--- src/rtl/neopix_pkg.sv ---
// neopix_pkg: definitions shared by the NeoPixel transmitter and its byte FIFO.
//   - state_t      : encoder FSM states (IDLE, BIT, GAP)
//   - *_DEF        : default WS2812 timing in clk cycles at 50 MHz
//   - BYTE_W       : width of one serialised byte
//   - cnt_width()  : bits needed for a counter that runs 0..max_count-1
package neopix_pkg;

  localparam int BYTE_W   = 8;

  localparam int T0H_DEF  = 20;    // 0.4 us high for a 0 bit
  localparam int T1H_DEF  = 40;    // 0.8 us high for a 1 bit
  localparam int TBIT_DEF = 63;    // bit period
  localparam int TRES_DEF = 2500;  // 50 us latch gap

  typedef enum logic [1:0] {
    IDLE = 2'd0,
    BIT  = 2'd1,
    GAP  = 2'd2
  } state_t;

  function automatic int cnt_width(input int max_count);
    return (max_count < 2) ? 1 : $clog2(max_count);
  endfunction

endpackage

--- src/rtl/neopix_tx_byte_fifo.sv ---
// byte_fifo: synchronous first-word-fall-through byte FIFO.
//   clk, rst_n : clock, asynchronous active-low reset (clears pointers only)
//   wr_en      : write request; ignored when full
//   wr_data    : byte to write
//   rd_en      : pop request; ignored when empty
//   rd_data    : head of the FIFO, valid whenever empty=0
//   empty/full : status flags
//   level      : bytes stored, 0..2**AW
module byte_fifo
  import neopix_pkg::*;
#(
  parameter int AW = 4
) (
  input  logic              clk,
  input  logic              rst_n,
  input  logic              wr_en,
  input  logic [BYTE_W-1:0] wr_data,
  input  logic              rd_en,
  output logic [BYTE_W-1:0] rd_data,
  output logic              empty,
  output logic              full,
  output logic [AW:0]       level
);

  localparam int          DEPTH     = 2 ** AW;
  localparam logic [AW:0] FULL_LVL  = {1'b1, {AW{1'b0}}};

  logic [BYTE_W-1:0] mem [DEPTH];
  // One extra pointer bit distinguishes full from empty.
  logic [AW:0]       wr_ptr_reg;
  logic [AW:0]       rd_ptr_reg;
  logic              do_wr;
  logic              do_rd;

  assign level   = wr_ptr_reg - rd_ptr_reg;
  assign empty   = (level == '0);
  assign full    = (level == FULL_LVL);
  // A write while full is dropped even if a pop happens in the same cycle.
  assign do_wr   = wr_en && !full;
  assign do_rd   = rd_en && !empty;
  assign rd_data = mem[rd_ptr_reg[AW-1:0]];

  always_ff @(posedge clk) begin
    if (do_wr) begin
      mem[wr_ptr_reg[AW-1:0]] <= wr_data;
    end
  end

  always_ff @(posedge clk or negedge rst_n) begin
    if (!rst_n) begin
      wr_ptr_reg <= '0;
      rd_ptr_reg <= '0;
    end else begin
      if (do_wr) wr_ptr_reg <= wr_ptr_reg + 1'b1;
      if (do_rd) rd_ptr_reg <= rd_ptr_reg + 1'b1;
    end
  end

endmodule

--- src/rtl/neopix_tx.sv ---
// neopix_tx: buffers bytes from the SPI receive stage and serialises them
// MSB-first onto a WS2812-style NRZ line, ending each frame with a low
// latch gap once the FIFO runs dry.
//   clk, rst_n : clock, asynchronous active-low reset
//   data_in    : byte to transmit
//   data_valid : one-cycle strobe qualifying data_in
//   dout       : registered serial line
//   busy       : high whenever the encoder is not IDLE
//   fifo_level : bytes currently buffered
//   overflow   : one-cycle pulse when a strobe was dropped (FIFO full)
module neopix_tx
  import neopix_pkg::*;
#(
  parameter int T0H  = T0H_DEF,
  parameter int T1H  = T1H_DEF,
  parameter int TBIT = TBIT_DEF,
  parameter int TRES = TRES_DEF,
  parameter int AW   = 4
) (
  input  logic              clk,
  input  logic              rst_n,
  input  logic [BYTE_W-1:0] data_in,
  input  logic              data_valid,
  output logic              dout,
  output logic              busy,
  output logic [AW:0]       fifo_level,
  output logic              overflow
);

  localparam int CYC_W  = cnt_width(TBIT);
  localparam int GCNT_W = cnt_width(TRES);

  localparam logic [CYC_W-1:0]  T0H_C     = CYC_W'(T0H);
  localparam logic [CYC_W-1:0]  T1H_C     = CYC_W'(T1H);
  localparam logic [CYC_W-1:0]  CYC_LAST  = CYC_W'(TBIT - 1);
  localparam logic [GCNT_W-1:0] GCNT_LAST = GCNT_W'(TRES - 1);

  logic              fifo_empty;
  logic              fifo_full;
  logic [BYTE_W-1:0] fifo_rd_data;
  logic              pop;

  state_t            state_reg,   state_next;
  logic [BYTE_W-1:0] sr_reg,      sr_next;
  logic [2:0]        bit_idx_reg, bit_idx_next;
  logic [CYC_W-1:0]  cyc_reg,     cyc_next;
  logic [GCNT_W-1:0] gcnt_reg,    gcnt_next;
  logic              dout_next;

  byte_fifo #(
    .AW(AW)
  ) u_fifo (
    .clk     (clk),
    .rst_n   (rst_n),
    .wr_en   (data_valid),
    .wr_data (data_in),
    .rd_en   (pop),
    .rd_data (fifo_rd_data),
    .empty   (fifo_empty),
    .full    (fifo_full),
    .level   (fifo_level)
  );

  always_comb begin
    state_next   = state_reg;
    sr_next      = sr_reg;
    bit_idx_next = bit_idx_reg;
    cyc_next     = cyc_reg;
    gcnt_next    = gcnt_reg;
    pop          = 1'b0;

    case (state_reg)
      IDLE: begin
        if (!fifo_empty) begin
          pop          = 1'b1;
          sr_next      = fifo_rd_data;
          bit_idx_next = 3'd7;
          cyc_next     = '0;
          state_next   = BIT;
        end
      end

      BIT: begin
        if (cyc_reg == CYC_LAST) begin
          cyc_next = '0;
          if (bit_idx_reg != 3'd0) begin
            sr_next      = {sr_reg[BYTE_W-2:0], 1'b0};
            bit_idx_next = bit_idx_reg - 3'd1;
          end else if (!fifo_empty) begin
            // Back-to-back bytes: reload without any idle cycle.
            pop          = 1'b1;
            sr_next      = fifo_rd_data;
            bit_idx_next = 3'd7;
          end else begin
            gcnt_next  = '0;
            state_next = GAP;
          end
        end else begin
          cyc_next = cyc_reg + 1'b1;
        end
      end

      GAP: begin
        // A new byte takes priority over latching, even on the final gap cycle.
        if (!fifo_empty) begin
          pop          = 1'b1;
          sr_next      = fifo_rd_data;
          bit_idx_next = 3'd7;
          cyc_next     = '0;
          state_next   = BIT;
        end else if (gcnt_reg == GCNT_LAST) begin
          state_next = IDLE;
        end else begin
          gcnt_next = gcnt_reg + 1'b1;
        end
      end

      default: state_next = IDLE;
    endcase

    // The line level is computed from the next cycle's state so that the
    // registered dout lines up exactly with cyc inside each bit period.
    dout_next = (state_next == BIT) &&
                (cyc_next < (sr_next[BYTE_W-1] ? T1H_C : T0H_C));
  end

  always_ff @(posedge clk or negedge rst_n) begin
    if (!rst_n) begin
      state_reg   <= IDLE;
      sr_reg      <= '0;
      bit_idx_reg <= '0;
      cyc_reg     <= '0;
      gcnt_reg    <= '0;
      dout        <= 1'b0;
      busy        <= 1'b0;
      overflow    <= 1'b0;
    end else begin
      state_reg   <= state_next;
      sr_reg      <= sr_next;
      bit_idx_reg <= bit_idx_next;
      cyc_reg     <= cyc_next;
      gcnt_reg    <= gcnt_next;
      dout        <= dout_next;
      busy        <= (state_next != IDLE);
      overflow    <= data_valid && fifo_full;
    end
  end

endmodule

--- config.mk ---
export PLATFORM = sky130hd
export DESIGN_NAME = neopix_tx
export DESIGN_NICKNAME = d
export VERILOG_FILES = /design/src/rtl/neopix_pkg.sv /design/src/rtl/neopix_tx_byte_fifo.sv /design/src/rtl/neopix_tx.sv
export SDC_FILE = /design/constraint.sdc
export NUM_CORES = 1
export LEC_CHECK = 0
export BUFFER_PORTS_ARGS = -buffer_cell sky130_fd_sc_hd__buf_2
export CAP_MARGIN = 20
export CELL_PAD_IN_SITES_DETAIL_PLACEMENT = 1
export CELL_PAD_IN_SITES_GLOBAL_PLACEMENT = 1
export CORE_MARGIN = 2
export CORE_UTILIZATION = 40
export DETAILED_ROUTE_END_ITERATION = 10
export PLACE_DENSITY = 0.7
export REMOVE_ABC_BUFFERS = 1
export SETUP_SLACK_MARGIN = 0.4
export SLEW_MARGIN = 20
export SYNTH_ARGS = -nofsm -noshare
export SYNTH_HDL_FRONTEND = slang
export SYNTH_SLANG_ARGS = --single-unit
--- constraint.sdc ---
create_clock -name clk -period 5.2 [get_ports clk]
set_clock_uncertainty 0.1 [all_clocks]
set_input_delay 1.04 -clock clk [delete_from_list [all_inputs] [get_ports clk]]
set_output_delay 1.04 -clock clk [all_outputs]
set_load 0.03 [all_outputs]
### Word level (Yosys, flattened, before mapping)

Memories as Yosys holds them, arrays and structs flattened.
Cells that the tools add are included.

| word-level totals | value |
|---|---|
| bits in registers | 44 |
| word-level logic and storage cells | 76 |
| output and inout port bits | 8 |
| memories kept | 1 |
| input bits | 11 |
| RAM bits | 128 |

| operators by class | value |
|---|---|
| reduce and logical (&&, ||, !) cells | 15 |
| eq/ne operators | 11 |
| multiplexer cells | 31 |
| add/subtract/negate cells | 6 |
| $lt $le $gt $ge | 1 |

Memories:

| name | depth | bits a word | rd ports | clocked after Yosys merged registers in | wr ports | line | text |
|---|---|---|---|---|---|---|---|
| u_fifo.mem | 16 | 8 | 1 | 0 | 1 | neopix_tx_byte_fifo.sv:28 | `logic [BYTE_W-1:0] mem [DEPTH];` |

Operators with widths:

| cell | number |
|---|---|
| 2-to-1 mux 12 bit | 5 |
| 2-to-1 mux 8 bit | 3 |
| case mux 12 bit (2 select lines) | 1 |
| 2-to-1 mux 6 bit | 3 |
| case mux 8 bit (2 select lines) | 1 |
| adder 12 x 1 -> 12 bit (second input constant) | 1 |
| == test 12 bit (second input constant) | 1 |
| 2-to-1 mux 2 bit | 6 |
| case mux 6 bit (2 select lines) | 1 |
| adder 5 x 1 -> 5 bit (second input constant) | 2 |
| != test 2 bit (second input constant) | 5 |
| 2-to-1 mux 3 bit | 3 |
| adder 6 x 1 -> 6 bit (second input constant) | 1 |
| == test 6 bit (second input constant) | 1 |
| less-than comparator 6 bit | 1 |
| case mux 2 bit (3 select lines) | 1 |
| case mux 3 bit (2 select lines) | 1 |
| AND reduction 6 bit | 1 |
| nonzero test 2 bit | 3 |
| == test 5 bit (second input constant) | 1 |
| logical NOT 5 bit | 1 |
| 2-to-1 mux 1 bit | 5 |
| subtractor 5 bit | 1 |
| == test 2 x 1 -> 1 bit (second input constant) | 2 |
| 9 further kinds | 13 |

### Longest topological paths before layout

Gate-level depths: netlist (run 1).

| logic depth | value |
|---|---|
| word-level depth | 9 |
| gate-level depth with buffers | 16 |
| depth with buffers taken out | 16 |

### Hierarchy

From an unflattened synthesis (run 1), not the netlist that was laid out.

| second synthesis, totals | value |
|---|---|
| cells, all modules | 458 |
| area total of the unflattened synthesis | 7522.2 µm² |

By module, submodules not included:

| module | area each (µm²) | instances | cells an instance |
|---|---|---|---|
| byte_fifo | 5629.1 | 1 | 264 |
| neopix_tx | 1893.1 | 1 | 194 |

### Worst setup path after synthesis (run 1)

No wires, ideal clock.

| timing | value |
|---|---|
| path kind | reg2reg |
| start point | register u_fifo.wr_ptr_reg[0] |
| end point | memory u_fifo.mem[3][0] (enable) |
| setup time | 0.383 ns |
| setup slack | 1.336 ns |
| cell stages (with the launch flop) | 12 |
| period minus slack after synthesis | 3.864 ns |
| buffers on the path | 2 |
| data arrival time | 3.380 ns |
| cell sequence | dfrtp_1 -> inv_1 -> ha_1 -> fa_1 -> xnor2_1 -> nor4bb_1 -> or2_1 -> buf_6 -> buf_2 -> a21boi_4 -> nand2_1 -> nor3_1 |

| on the way | value |
|---|---|
| longest elaborated chain between the ends | 6 |

Ends and longest elaborated chain:

| what | line | text |
|---|---|---|
| start, declared | neopix_tx_byte_fifo.sv:30 | `logic [AW:0] wr_ptr_reg;` |
| start signal, assigned | neopix_tx_byte_fifo.sv:54 | `if (do_wr) wr_ptr_reg <= wr_ptr_reg + 1'b1;` |
| subtractor 5 bit | neopix_tx_byte_fifo.sv:35 | `assign level = wr_ptr_reg - rd_ptr_reg;` |
| named net fifo_level[2] | neopix_tx.sv:26 | `output logic [AW:0] fifo_level,` |
| == test 5 bit | neopix_tx_byte_fifo.sv:37 | `assign full = (level == FULL_LVL);` |
| logical NOT 1 bit | neopix_tx_byte_fifo.sv:39 | `assign do_wr = wr_en && !full;` |
| logical AND 1 bit | neopix_tx_byte_fifo.sv:39 |  |
| 2-to-1 mux 1 bit | neopix_tx_byte_fifo.sv:44 | `if (do_wr) begin` |
| 2-to-1 mux 1 bit (implied by the code) | neopix_tx_byte_fifo.sv:45 | `mem[wr_ptr_reg[AW-1:0]] <= wr_data;` |
| end, declared | neopix_tx_byte_fifo.sv:28 |  |

The timed path passes the listed nets, and every way through them passes these cells.

### Worst setup path after layout (run 1)

| timing | value |
|---|---|
| start point | register u_fifo.rd_ptr_reg[3] |
| end point | register dout |

| on the way | value |
|---|---|
| longest elaborated chain between the ends | 9 |

Ends and longest elaborated chain:

| what | line | text |
|---|---|---|
| start, declared | neopix_tx_byte_fifo.sv:31 | `logic [AW:0] rd_ptr_reg;` |
| start signal, assigned | neopix_tx_byte_fifo.sv:55 | `if (do_rd) rd_ptr_reg <= rd_ptr_reg + 1'b1;` |
| subtractor 5 bit | neopix_tx_byte_fifo.sv:35 |  |
| logical NOT 5 bit | neopix_tx_byte_fifo.sv:36 | `assign empty = (level == '0);` |
| 2-to-1 mux 8 bit | neopix_tx.sv:74, neopix_tx.sv:89, neopix_tx.sv:105 |  |
| 2-to-1 mux 8 bit | neopix_tx.sv:86 | `if (bit_idx_reg != 3'd0) begin` |
| 2-to-1 mux 8 bit | neopix_tx.sv:84 | `if (cyc_reg == CYC_LAST) begin` |
| case mux 8 bit (2 select lines) | neopix_tx.sv:72 | `case (state_reg)` |
| 2-to-1 mux 6 bit | neopix_tx.sv:124 | `(cyc_next < (sr_next[BYTE_W-1] ? T1H_C : T0H_C));` |
| less-than comparator 6 bit | neopix_tx.sv:124 |  |
| logical AND 1 bit * | neopix_tx.sv:123 | `dout_next = (state_next == BIT) &&` |
| named net dout_next | neopix_tx.sv:48 | `logic dout_next;` |
| end signal, assigned | neopix_tx.sv:143 | `dout <= dout_next;` |
| end, declared | neopix_tx.sv:24 | `output logic dout,` |

Mark *: on every way through the listed nets, which the timed path passes. The rest lies on a longest branch. The select of a mux whose other input is x is not followed.
A chain may end at the register's enable or synchronous reset.

==> PnR_summary.wiki, run 1 <==
{| class="wikitable"
! Metric !! Value
|-
| Result of the run || completed
|-
| Design Power || between 4000 and 5000 µW
|-
| Std cell rows || 50
|-
| Most frequent cell on the critical path || ha_1
|-
| Area growth from synthesis to layout || 13.1%
|-
| Clk root buf || clkbuf_16
|-
| Fraction of the core area covered by cells at the end of the flow || 0.459
|-
| Cell variety after synth || just over 60
|-
| Post-Route WL || approximately 17000 µm
|-
| Multi-input gate area || between 2000 and 2500 µm²
|-
| IO Port Bufs || 18
|-
| Yosys reg bits || roughly 170
|-
| Data arrival, critical path || 4150 ps
|-
| Fin Hold WS || ~400 ps
|-
| Required time of the critical path || between 5000 and 6000 ps
|-
| Type of element capturing the critical path || flop
|-
| Maximum number of pins on one net before global-route repair || 45
|-
| Warnings, synthesis || 0
|-
| Sequential standard cell area || 4950 µm²
|-
| Synth top area share || 0.508
|-
| Maximum vdd drop || 0.235 mV
|-
| Period utilisation layout || 0.751
|-
| WL/cell || between 20 and 25 µm
|-
| Startpoint kind of the worst setup timing path || flop
|-
| Buffers plus inverters on the worst setup path || 1
|-
| Number of top-level pins || 19
|-
| Post-detail-place hpwl || ~12000 µm
|-
| Total track usage || 0.186
|-
| Library cell with the highest instance count after synthesis || edfxtp_1
|-
| Kind of cell adding the most delay to the critical path || simple AND/OR/NAND/NOR gates
|-
| Most frequent cells after synthesis || edfxtp_1 (128), nand2_1 (53), dfrtp_1 (44), nor2_1 (38), mux4_2 (32)
|-
| RD Place Congestion || around 0.81
|-
| Count of pins over their slew limit || 0
|-
| Post-route minimum period || around 4000 ps
|-
| First-pass GRT wire length || 27800 µm
|-
| Number of endpoints failing setup at the final stage || 0
|-
| Number of buffers created by CTS || 17
|-
| Post-cts gate resize count || 0
|-
| Number of global-route vias before repair || between 4000 and 5000
|-
| Proportion of layout cells with a drive suffix above 1 || 0.190
|-
| Initial antenna violation count || 0
|-
| Total power density per cell area || 486 nW/µm²
|-
| Setup bufs post-CTS || 0
|-
| Post-CTS clock slew at the launch and capture registers of the worst setup and hold paths || 70 ps
|-
| Critical setup path kind || reg2reg
|-
| Top cell type by total area after synthesis || edfxtp_1
|-
| Post-synthesis async set-or-reset flop share || 0.256
|-
| Detailed Routing Iterations Pass 1 || 4
|-
| Least-Margin Pin Slew || 864 ps
|-
| Drt drc || 0
|-
| Crit-path cells || inv_1 > ha_1 > nand3b_1 > nor4bb_1 > or2_1 > a211oi_1 > or2_2 > ha_1 > o21ai_0 > nand2b_1 > a21oi_1 > nand2_1 > o31ai_2
|-
| Violation count after the first detailed-routing iteration || 300
|-
| Effective utilization at floorplan || 0.406
|-
| Buffer depth of the longest clock path || 2
|-
| Area of the die || 20000 µm²
|-
| Total inserted antenna cells || 0
|-
| CTS tree || built
|-
| Via count || 4450
|-
| Rel. slew slack || 0.422
|-
| Slowest stage cell on the critical path || dfrtp_1
|-
| Clk_lat worst skew || around 430 ps
|-
| Leakage power || ~0.0030 µW
|-
| Classification of the worst-slack hold path || reg2reg
|-
| RSZ-0062 raised after global routing || false
|-
| Hold Fails Final Rpt || 0
|-
| Top achievable clock speed || 0.256 GHz
|-
| Count of fill cells added during filler insertion || around 1800
|-
| Syn Inst Count || just over 500
|-
| Max-cap check violation count || 0
|-
| Max FO, Critical Path || 15
|-
| Most used flip-flop cell after synthesis || edfxtp_1
|-
| Flip-flop count of the largest register, all copies and words added || 128
|-
| Clock sink total || roughly 170
|-
| Core region area || between 15000 and 20000 µm²
|-
| Avg Vias per Cell || 5.66
|-
| CTS H-tree lvls || 4
|-
| Die X || ~140 µm
|-
| Count of hold-fix buffers inserted at cts || 0
|-
| Mean instance size in the synthesized netlist || 14.7 µm²
|-
| Count of nets left with antenna violations after detail routing || 0
|-
| Die Y-Extent || 141 µm
|-
| Remaining Overflow, GRT || 0
|-
| Slowest Stage Delay on Critical Path || ~570 ps
|-
| Fin Setup TNS || 0 ps
|-
| Main area contributors after synthesis || edfxtp_1 (51%), dfrtp_1 (15%), mux4_2 (9.5%)
|-
| Final net count || between 500 and 600
|-
| Cell area after synthesis || approximately 7600 µm²
|-
| Proportion of synthesized chip area in sequential cells || 0.654
|-
| Post-synth EDFFs || ~130
|}
## kinds of logic after synthesis
kind of cell    count (synthesis)  synth area share
mux                            37             0.103
simple gates                  162             0.109
flops                         172             0.654
fa+ha+maj                      18            0.0308
compound gates                 72            0.0609
buf+inv                        38            0.0232
xor+xnor                       16            0.0195
## power breakdown
part	switching [µW]	total, µW	internal [µW]	leakage [µW]
Clock	581	1410	825	0.000319
Combinational	616	952	336	0.00101
Sequential	127	1800	1670	0.00171
## path summary, 6_finish.rpt
path | start | end | slack [ps] | depth (start not counted)
max | u_fifo.rd_ptr_reg[3] | dout | 1290 | 13
min | u_fifo.wr_ptr_reg[4] | u_fifo.wr_ptr_reg[4] | 400 | 1
max reg2reg | u_fifo.rd_ptr_reg[3] | dout | 1290 | 13
min reg2reg | u_fifo.wr_ptr_reg[4] | u_fifo.wr_ptr_reg[4] | 400 | 1
max in group asynchronous | rst_n | u_fifo.rd_ptr_reg[0] | 4070 | 1
min in group asynchronous | rst_n | state_reg[0] | 510 | 1
## cells in the final DEF (no fill, tap or decap), drive strengths merged, types with 3 or more instances in the layout
cell,synthesis,final
a21oi,17,17
and3,11,11
mux2,3,3
a31oi,5,5
inv,16,23
nand3,10,10
nand2,53,53
xnor2,10,10
or3,7,7
nand4,10,10
nor3,5,5
mux4,32,32
clkinv,1,5
nand3b,3,3
nand4b,3,3
o21ai,22,22
or2,3,3
nor2,38,38
o211ai,3,3
nand2b,7,7
o31ai,5,5
ha,17,17
xor2,6,6
o22ai,7,7
edfxtp,128,128
clkbuf,8,17
dfrtp,44,44
buf,13,26
bufinv,0,4
## final cells by class
class / count / share of cell area
Clock buffer: 17 / 0.0498
Clock inverter: 15 / 0.0265
Inverter: 17 / 0.00746
Multi-Input combinational cell: 305 / 0.286
Sequential cell: 172 / 0.579
Tap cell: 234 / 0.0343
Timing Repair Buffer: 26 / 0.0179
## metrics by stage
stage                     instance area, µm²  instances  setup slack [ps]
final                                   8550        786              1290
after CTS                               8550        786              1290
after global placement                  7890        754              1530
after floorplan                         7450        494               574
after detailed placement                7890        754              1300
after global routing                    8550        786               959
## metal layers
| layer | vias up | GRT usage | share of wire |
|---|---|---|---|
| met5 | - | 0 | 0 |
| li1 | 2018 | - | - |
| met3 | 22 | 0.0378 | 0.038 |
| met2 | 79 | 0.305 | 0.49 |
| met1 | 2331 | 0.252 | 0.46 |
| met4 | 0 | 0.0595 | 0.015 |
Note: power is estimated with default switching activity, not from simulation.
==> inputs of run 2 (changes only) <==
- clock period: 5.2 -> 3.9 ns (I/O delays scaled with it)
==> run 2 against run 1 <==
Net effect:
- fmax grew 18%
- clock-buffer cell count grew 1
- clock power grew 24%
- final area grew 2.1%
- setup slack lost 710 ps
- die area is the same
- sequential share of layout area shrank 1.2 points
- first-iteration DRC count shrank 29%
- cell count grew 2.3%
==> PnR_summary.wiki, run 2 (synthesis gave the netlist of run 1 again) <==
{| class="wikitable"
! Metric !! Value
|-
| Remaining Overflow, GRT || 0
|-
| RSZ-0062 raised after global routing || false
|-
| Area of the die || between 20000 and 25000 µm²
|-
| Number of top-level pins || 19
|-
| Top achievable clock speed || 0.301 GHz
|-
| Avg Vias per Cell || roughly 5.6
|-
| CTS tree || built
|-
| Number of global-route vias before repair || between 5000 and 6000
|-
| Required time of the critical path || around 4100 ps
|-
| IO Port Bufs || 18
|-
| Violation count after the first detailed-routing iteration || 212
|-
| Drt drc || 0
|-
| Clk root buf || clkbuf_16
|-
| RD Place Congestion || a little over 0.8
|-
| Period utilisation layout || 0.851
|-
| Final net count || between 500 and 600
|-
| Effective utilization at floorplan || 0.406
|-
| Die Y-Extent || 141 µm
|-
| DR top layer || met4
|-
| Via count || between 4000 and 5000
|-
| Slowest Stage Delay on Critical Path || about 600 ps
|-
| Proportion of layout cells with a drive suffix above 1 || 0.239
|-
| Max FO, Critical Path || 4
|-
| Total inserted antenna cells || 0
|-
| CTS H-tree lvls || 4
|-
| Total track usage || 0.186
|-
| Maximum number of pins on one net before global-route repair || 45
|-
| Buffer depth of the longest clock path || 2
|-
| Rel. slew slack || 0.494
|-
| Max-cap check violation count || 0
|-
| Area growth from synthesis to layout || 15.5%
|-
| Worst r2r src || u_fifo.wr_ptr_reg[0]
|-
| Flip-flop count of the largest register, all copies and words added || 128
|-
| Post-route minimum period || between 3000 and 4000 ps
|-
| Count of fill cells added during filler insertion || 1880
|-
| Count of hold-fix buffers inserted at cts || 0
|-
| CP startpoint || u_fifo.wr_ptr_reg[0]
|-
| Total met3 wirelength after detailed routing || about 540 µm
|-
| First-pass GRT wire length || between 20000 and 30000 µm
|-
| Least-Margin Pin Slew || between 700 and 800 ps
|-
| Clk_lat worst skew || about 430 ps
|-
| Core region area || ~19000 µm²
|-
| Slowest stage cell on the critical path || fa_2
|-
| Total non-filler cell area in the finished layout || a little under 9000 µm²
|-
| Std cell rows || 50
|-
| Critical setup path kind || reg2reg
|-
| Count of nets left with antenna violations after detail routing || 0
|-
| Post-CTS clock slew at the launch and capture registers of the worst setup and hold paths || around 70 ps
|-
| Number of endpoints failing setup at the final stage || 0
|-
| Data arrival, critical path || between 3000 and 4000 ps
|-
| Maximum vdd drop || between 0.3 and 0.4 mV
|-
| Leakage power || 0.00313 µW
|-
| Detailed Routing Iterations Pass 1 || 4
|-
| Post-Route WL || approximately 18000 µm
|-
| Area of placed instances || about 8000 µm²
|-
| Crit-path cells || inv_2 > ha_2 > fa_2 > nand3b_1 > nor4bb_4 > nor2_4 > o31ai_4 > o21ai_2 > o31ai_2 > ha_1 > o21ai_1 > nand2b_1 > a21oi_1 > nand2_1 > o31ai_2
|-
| Post-detail-place hpwl || roughly 11000 µm
|-
| Clock sink total || 172
|-
| Most frequent cells in the layout || edfxtp_1 (128), nand2_1 (53), dfrtp_1 (43), nor2_1 (37), mux4_2 (32)
|-
| Total power density per cell area || roughly 640 nW/µm²
|-
| Number of buffers created by CTS || 17
|-
| Result of the run || completed
|-
| Die X || 141 µm
|-
| Most frequent cell on the critical path || o31ai_2
|-
| Met1 layer wirelength in the final routing || 7190 µm
|-
| Count of pins over their slew limit || 0
|-
| Initial antenna violation count || 0
|-
| Classification of the worst-slack hold path || in2async
|-
| Final worst setup slack || between 500 and 600 ps
|-
| Type of element capturing the critical path || flop
|-
| Hold Fails Final Rpt || 0
|-
| Most frequent standard cell in the layout excluding fill and tap cells || edfxtp_1
|-
| Metal2 WL || roughly 9400 µm
|-
| WL/cell || between 20 and 25 µm
|-
| Startpoint kind of the worst setup timing path || flop
|-
| Pre-CTS setup slack || 132 ps
|}
-- run 2: final timing paths --
check / cells after the start / end / slack, ps
worst max-delay path: 15 / dout / 580
worst min-delay path: 1 / overflow / 250
worst max register to register: 15 / dout / 580
worst min register to register: 1 / u_fifo.rd_ptr_reg[4] / 400
max in group asynchronous: 1 / u_fifo.rd_ptr_reg[0] / 3010
min in group clk: 1 / u_fifo.rd_ptr_reg[4] / 400
-- run 2: area by class of cell --
cell class	count	area, µm²	share of cell area
Clock buffer	18	429	0.0492
Inverter	17	67.6	0.00774
Sequential cell	172	4950	0.567
Timing Repair Buffer	44	295	0.0338
Clock inverter	14	176	0.0202
Tap cell	234	293	0.0335
Multi-Input combinational cell	305	2520	0.289
-- run 2: repair_timing --
item	4_1_cts	5_1_grt
buffers inserted	0	4
endpoints found under the hold margin	0	0
endpoints found under the setup margin	1	69
pin swaps	0	7
gates resized for setup	2	21
-- run 2: stage by stage --
step	total power (µW)	utilization	cells	setup TNS [ps]	hold WS [ps]
2_1_floorplan	3260	-	494	-67820	365
3_3_place_gp	3670	0.429	768	0	385
3_5_place_dp	3740	0.429	768	0	396
4_1_cts	5510	0.462	800	0	406
5_1_grt	5850	0.468	804	0	278
6_report	5600	0.468	804	0	248
-- run 2: report_power, final --
part / total, µW / switching (µW) / internal, µW
clock: 1750 / 774 / 975
sequential: 2390 / 164 / 2220
combinational: 1470 / 920 / 548
total: 5600 / 1860 / 3750
-- run 2: metal layers --
layer | up-vias | track usage
met5 | - | 0
met4 | 0 | 0.0663
met3 | 28 | 0.0391
met2 | 84 | 0.332
met1 | 2367 | 0.223
li1 | 2043 | -
-- run 2: worst max-delay path: cells and delay by family (launching register included) --
kind | cells | cell delay [ps]
AO/OA/AOI/OAI | 6 | 810
flip-flops | 1 | 410
buffers and inverters | 1 | 80
adder cells (fa/ha/maj) | 3 | 1070
AND/OR/NAND/NOR | 5 | 750
==> inputs of run 3 (changes only) <==
- PLACE_DENSITY: 0.7 -> 0.69
- SYNTH_HIERARCHICAL: not set -> 1
==> run 3 against run 2 <==
Net effect:
- sequential cell count is the same
- hold slack gained 4.5 ps
- die area decreased by 0.49%
- clock-buffer cell count is 1 lower
- final area decreased by 0.37%
- global-route usage fell by 1.2 points
- clock power about the same
- critical path depth stayed put
- sequential share of layout area rose by 0.21 points
- non-clock buffer count down 7
- total power grew 3.6%
- via count shrank 10%
- largest power group unchanged
==> PnR_summary.wiki, run 3 <==
{| class="wikitable"
! Metric !! Value
|-
| Result of the run || completed
|-
| CTS tree || built
|-
| Post-CTS clock slew at the launch and capture registers of the worst setup and hold paths || around 80 ps
|-
| Max-cap check violation count || 0
|-
| Fin Setup TNS || 0 ps
|-
| Number of buffers created by CTS || 17
|-
| Least-Margin Pin Slew || about 630 ps
|-
| Remaining Overflow, GRT || 0
|-
| Most frequent standard cell in the layout excluding fill and tap cells || edfxtp_1
|-
| Effective utilization at floorplan || 0.405
|-
| Detailed Routing Iterations Pass 1 || 4
|-
| Proportion of synthesized chip area in sequential cells || 0.657
|-
| Final net count || approximately 530
|-
| Fraction of the core area covered by cells at the end of the flow || 0.468
|-
| First-pass GRT wire length || around 26000 µm
|-
| Proportion of layout cells with a drive suffix above 1 || 0.285
|-
| Via count || 4070
|-
| Total non-filler cell area in the finished layout || just under 9000 µm²
|-
| Top achievable clock speed || a little under 0.3 GHz
|-
| Synth top area share || 0.511
|-
| Mean instance size in the synthesized netlist || around 16 µm²
|-
| Number of global-route vias before repair || between 4000 and 5000
|-
| Die Y-Extent || about 140 µm
|-
| RD Place Congestion || 0.785
|-
| Count of hold-fix buffers inserted at cts || 0
|-
| Syn Inst Count || about 460
|-
| Total met3 wirelength after detailed routing || 501 µm
|-
| Number of top-level pins || 19
|-
| Std cell rows || 50
|-
| Count of pins over their slew limit || 0
|-
| Count of fill cells added during filler insertion || approximately 1800
|-
| Post-synthesis async set-or-reset flop share || 0.256
|-
| Total inserted antenna cells || 0
|-
| Drt drc || 0
|-
| Area of the die || between 15000 and 20000 µm²
|-
| DR top layer || met4
|-
| CTS H-tree lvls || 4
|-
| Count of nets left with antenna violations after detail routing || 0
|-
| Die X || 141 µm
|-
| Violation count after the first detailed-routing iteration || around 310
|-
| Maximum number of pins on one net before global-route repair || 45
|-
| Post-Route WL || around 16000 µm
|-
| Post-detail-place hpwl || 10700 µm
|-
| Pre-CTS setup slack || between 1 and 1.5 ps
|-
| Maximum vdd drop || approximately 0.35 mV
|-
| Post-synth EDFFs || between 100 and 150
|-
| Initial antenna violation count || 0
|-
| Number of endpoints failing setup at the final stage || 0
|-
| Avg Vias per Cell || approximately 5.5
|-
| Library cell with the highest instance count after synthesis || edfxtp_1
|-
| Classification of the worst-slack hold path || in2async
|-
| Startpoint kind of the worst setup timing path || flop
|-
| Type of element capturing the critical path || flop
|-
| Buffer depth of the longest clock path || 2
|-
| Flip-flop count of the largest register, all copies and words added || roughly 130
|-
| Required time of the critical path || 4140 ps
|-
| Core region area || 18600 µm²
|-
| Warnings, synthesis || 6
|-
| Hold Fails Final Rpt || 0
|-
| Total power density per cell area || approximately 670 nW/µm²
|-
| Cell variety after synth || 56
|-
| Metal2 WL || ~8400 µm
|-
| Rel. slew slack || 0.583
|-
| Most frequent cells after synthesis || edfxtp_1 (128), dfrtp_1 (44), mux4_2 (40), nor2_1 (29), inv_1 (18)
|-
| Top cell type by total area after synthesis || edfxtp_1
|-
| Period utilisation layout || 0.867
|-
| Data arrival, critical path || approximately 3600 ps
|-
| Max FO, Critical Path || 5
|-
| Total track usage || 0.173
|-
| IO Port Bufs || 18
|-
| Met1 layer wirelength in the final routing || a little over 7000 µm
|-
| Critical setup path kind || reg2reg
|-
| Leakage power || about 0.0032 µW
|-
| RSZ-0062 raised after global routing || true
|-
| Post-route minimum period || ~3400 ps
|-
| Clock sink total || approximately 170
|-
| Yosys reg bits || approximately 170
|-
| Clk_lat worst skew || 430 ps
|-
| Clk root buf || clkbuf_16
|-
| Area of placed instances || 7890 µm²
|-
| Final worst setup slack || approximately 520 ps
|-
| WL/cell || about 22 µm
|-
| Area growth from synthesis to layout || 15.6%
|-
| Most used flip-flop cell after synthesis || edfxtp_1
|-
| Main area contributors after synthesis || edfxtp_1 (51%), dfrtp_1 (15%), mux4_2 (12%)
|-
| Most frequent cells in the layout || edfxtp_1 (128), dfrtp_1 (43), mux4_2 (40), nor2_1 (29), buf_4 (20)
|-
| Cell area after synthesis || 7520 µm²
|}
-- run 3: cell types whose count changed after synthesis, moves of 8 or more --
cell     previous run  this run
mux4_2             32        40
nand2_1            53        16
xor2_1              5        17
nor2_1             38        29
-- run 3: cell type report --
| cell class | count | area, µm² | share of cell area |
|---|---|---|---|
| inverter | 19 | 71.3 | 0.00820 |
| sequential | 172 | 4950 | 0.569 |
| clock buffer | 17 | 425 | 0.0489 |
| tap | 234 | 293 | 0.0337 |
| clock inverter | 15 | 186 | 0.0214 |
| timing repair buffer | 37 | 235 | 0.0270 |
| multi-input combinational | 252 | 2540 | 0.292 |
-- run 3: path summary, 6_finish.rpt --
check | end | cells past startpoint | slack (ps) | startpoint
worst max-delay path | dout | 15 | 520 | u_fifo/rd_ptr_reg[0]
worst min-delay path | sr_reg[4] | 1 | 250 | rst_n
worst max register to register | dout | 15 | 520 | u_fifo/rd_ptr_reg[0]
worst min register to register | u_fifo/wr_ptr_reg[4] | 1 | 390 | u_fifo/wr_ptr_reg[4]
max in group asynchronous | u_fifo/rd_ptr_reg[0] | 1 | 3010 | rst_n
min in group clk | u_fifo/wr_ptr_reg[4] | 1 | 390 | u_fifo/wr_ptr_reg[4]
-- run 3: critical path, stage by stage, from the launching register on --
cell and delay, ps:
dfrtp_2 440, ha_4 170, inv_2 50, fa_2 450, nor3b_2 200, nand4b_1 250, a2bb2oi_4 300, mux2i_1 210
a22o_2 170, inv_2 70, ha_4 210, a21o_1 180, a21oi_2 140, nand2_2 90, a31o_4 220, o31ai_2 50
-- run 3: kinds of logic after synthesis --
family,share of synthesized area
multiplexers,0.138
AND/OR/NAND/NOR,0.0822
flip-flops,0.657
adder cells (fa/ha/maj),0.0309
AO/OA/AOI/OAI,0.0466
XOR/XNOR,0.0245
buffers and inverters,0.0206
-- run 3: what timing repair did --
item,4_1_cts,5_1_grt
endpoints found under the setup margin,11,9
pin swaps,4,11
gates cloned,0,0
buffers inserted,4,6
resized for setup,6,17
-- run 3: per-stage QoR --
step	std cells	hold slack (ps)	total power, µW
global route	746	278	6100
detailed placement	704	373	3920
CTS	740	393	5710
finish	746	252	5810
floorplan	443	340	3460
global placement	704	361	3840
-- run 3: power breakdown --
part	internal (µW)	switching, µW	leakage, µW
Sequential	2230	163	0.00171
Combinational	775	924	0.00120
Clock	878	842	0.000297
Total	3880	1930	0.00321
-- run 3: layer usage --
| layer | track usage | up-vias |
|---|---|---|
| met5 | 0 | - |
| li1 | - | 1846 |
| met4 | 0.0495 | 0 |
| met1 | 0.230 | 2147 |
| met2 | 0.292 | 57 |
| met3 | 0.0346 | 20 |
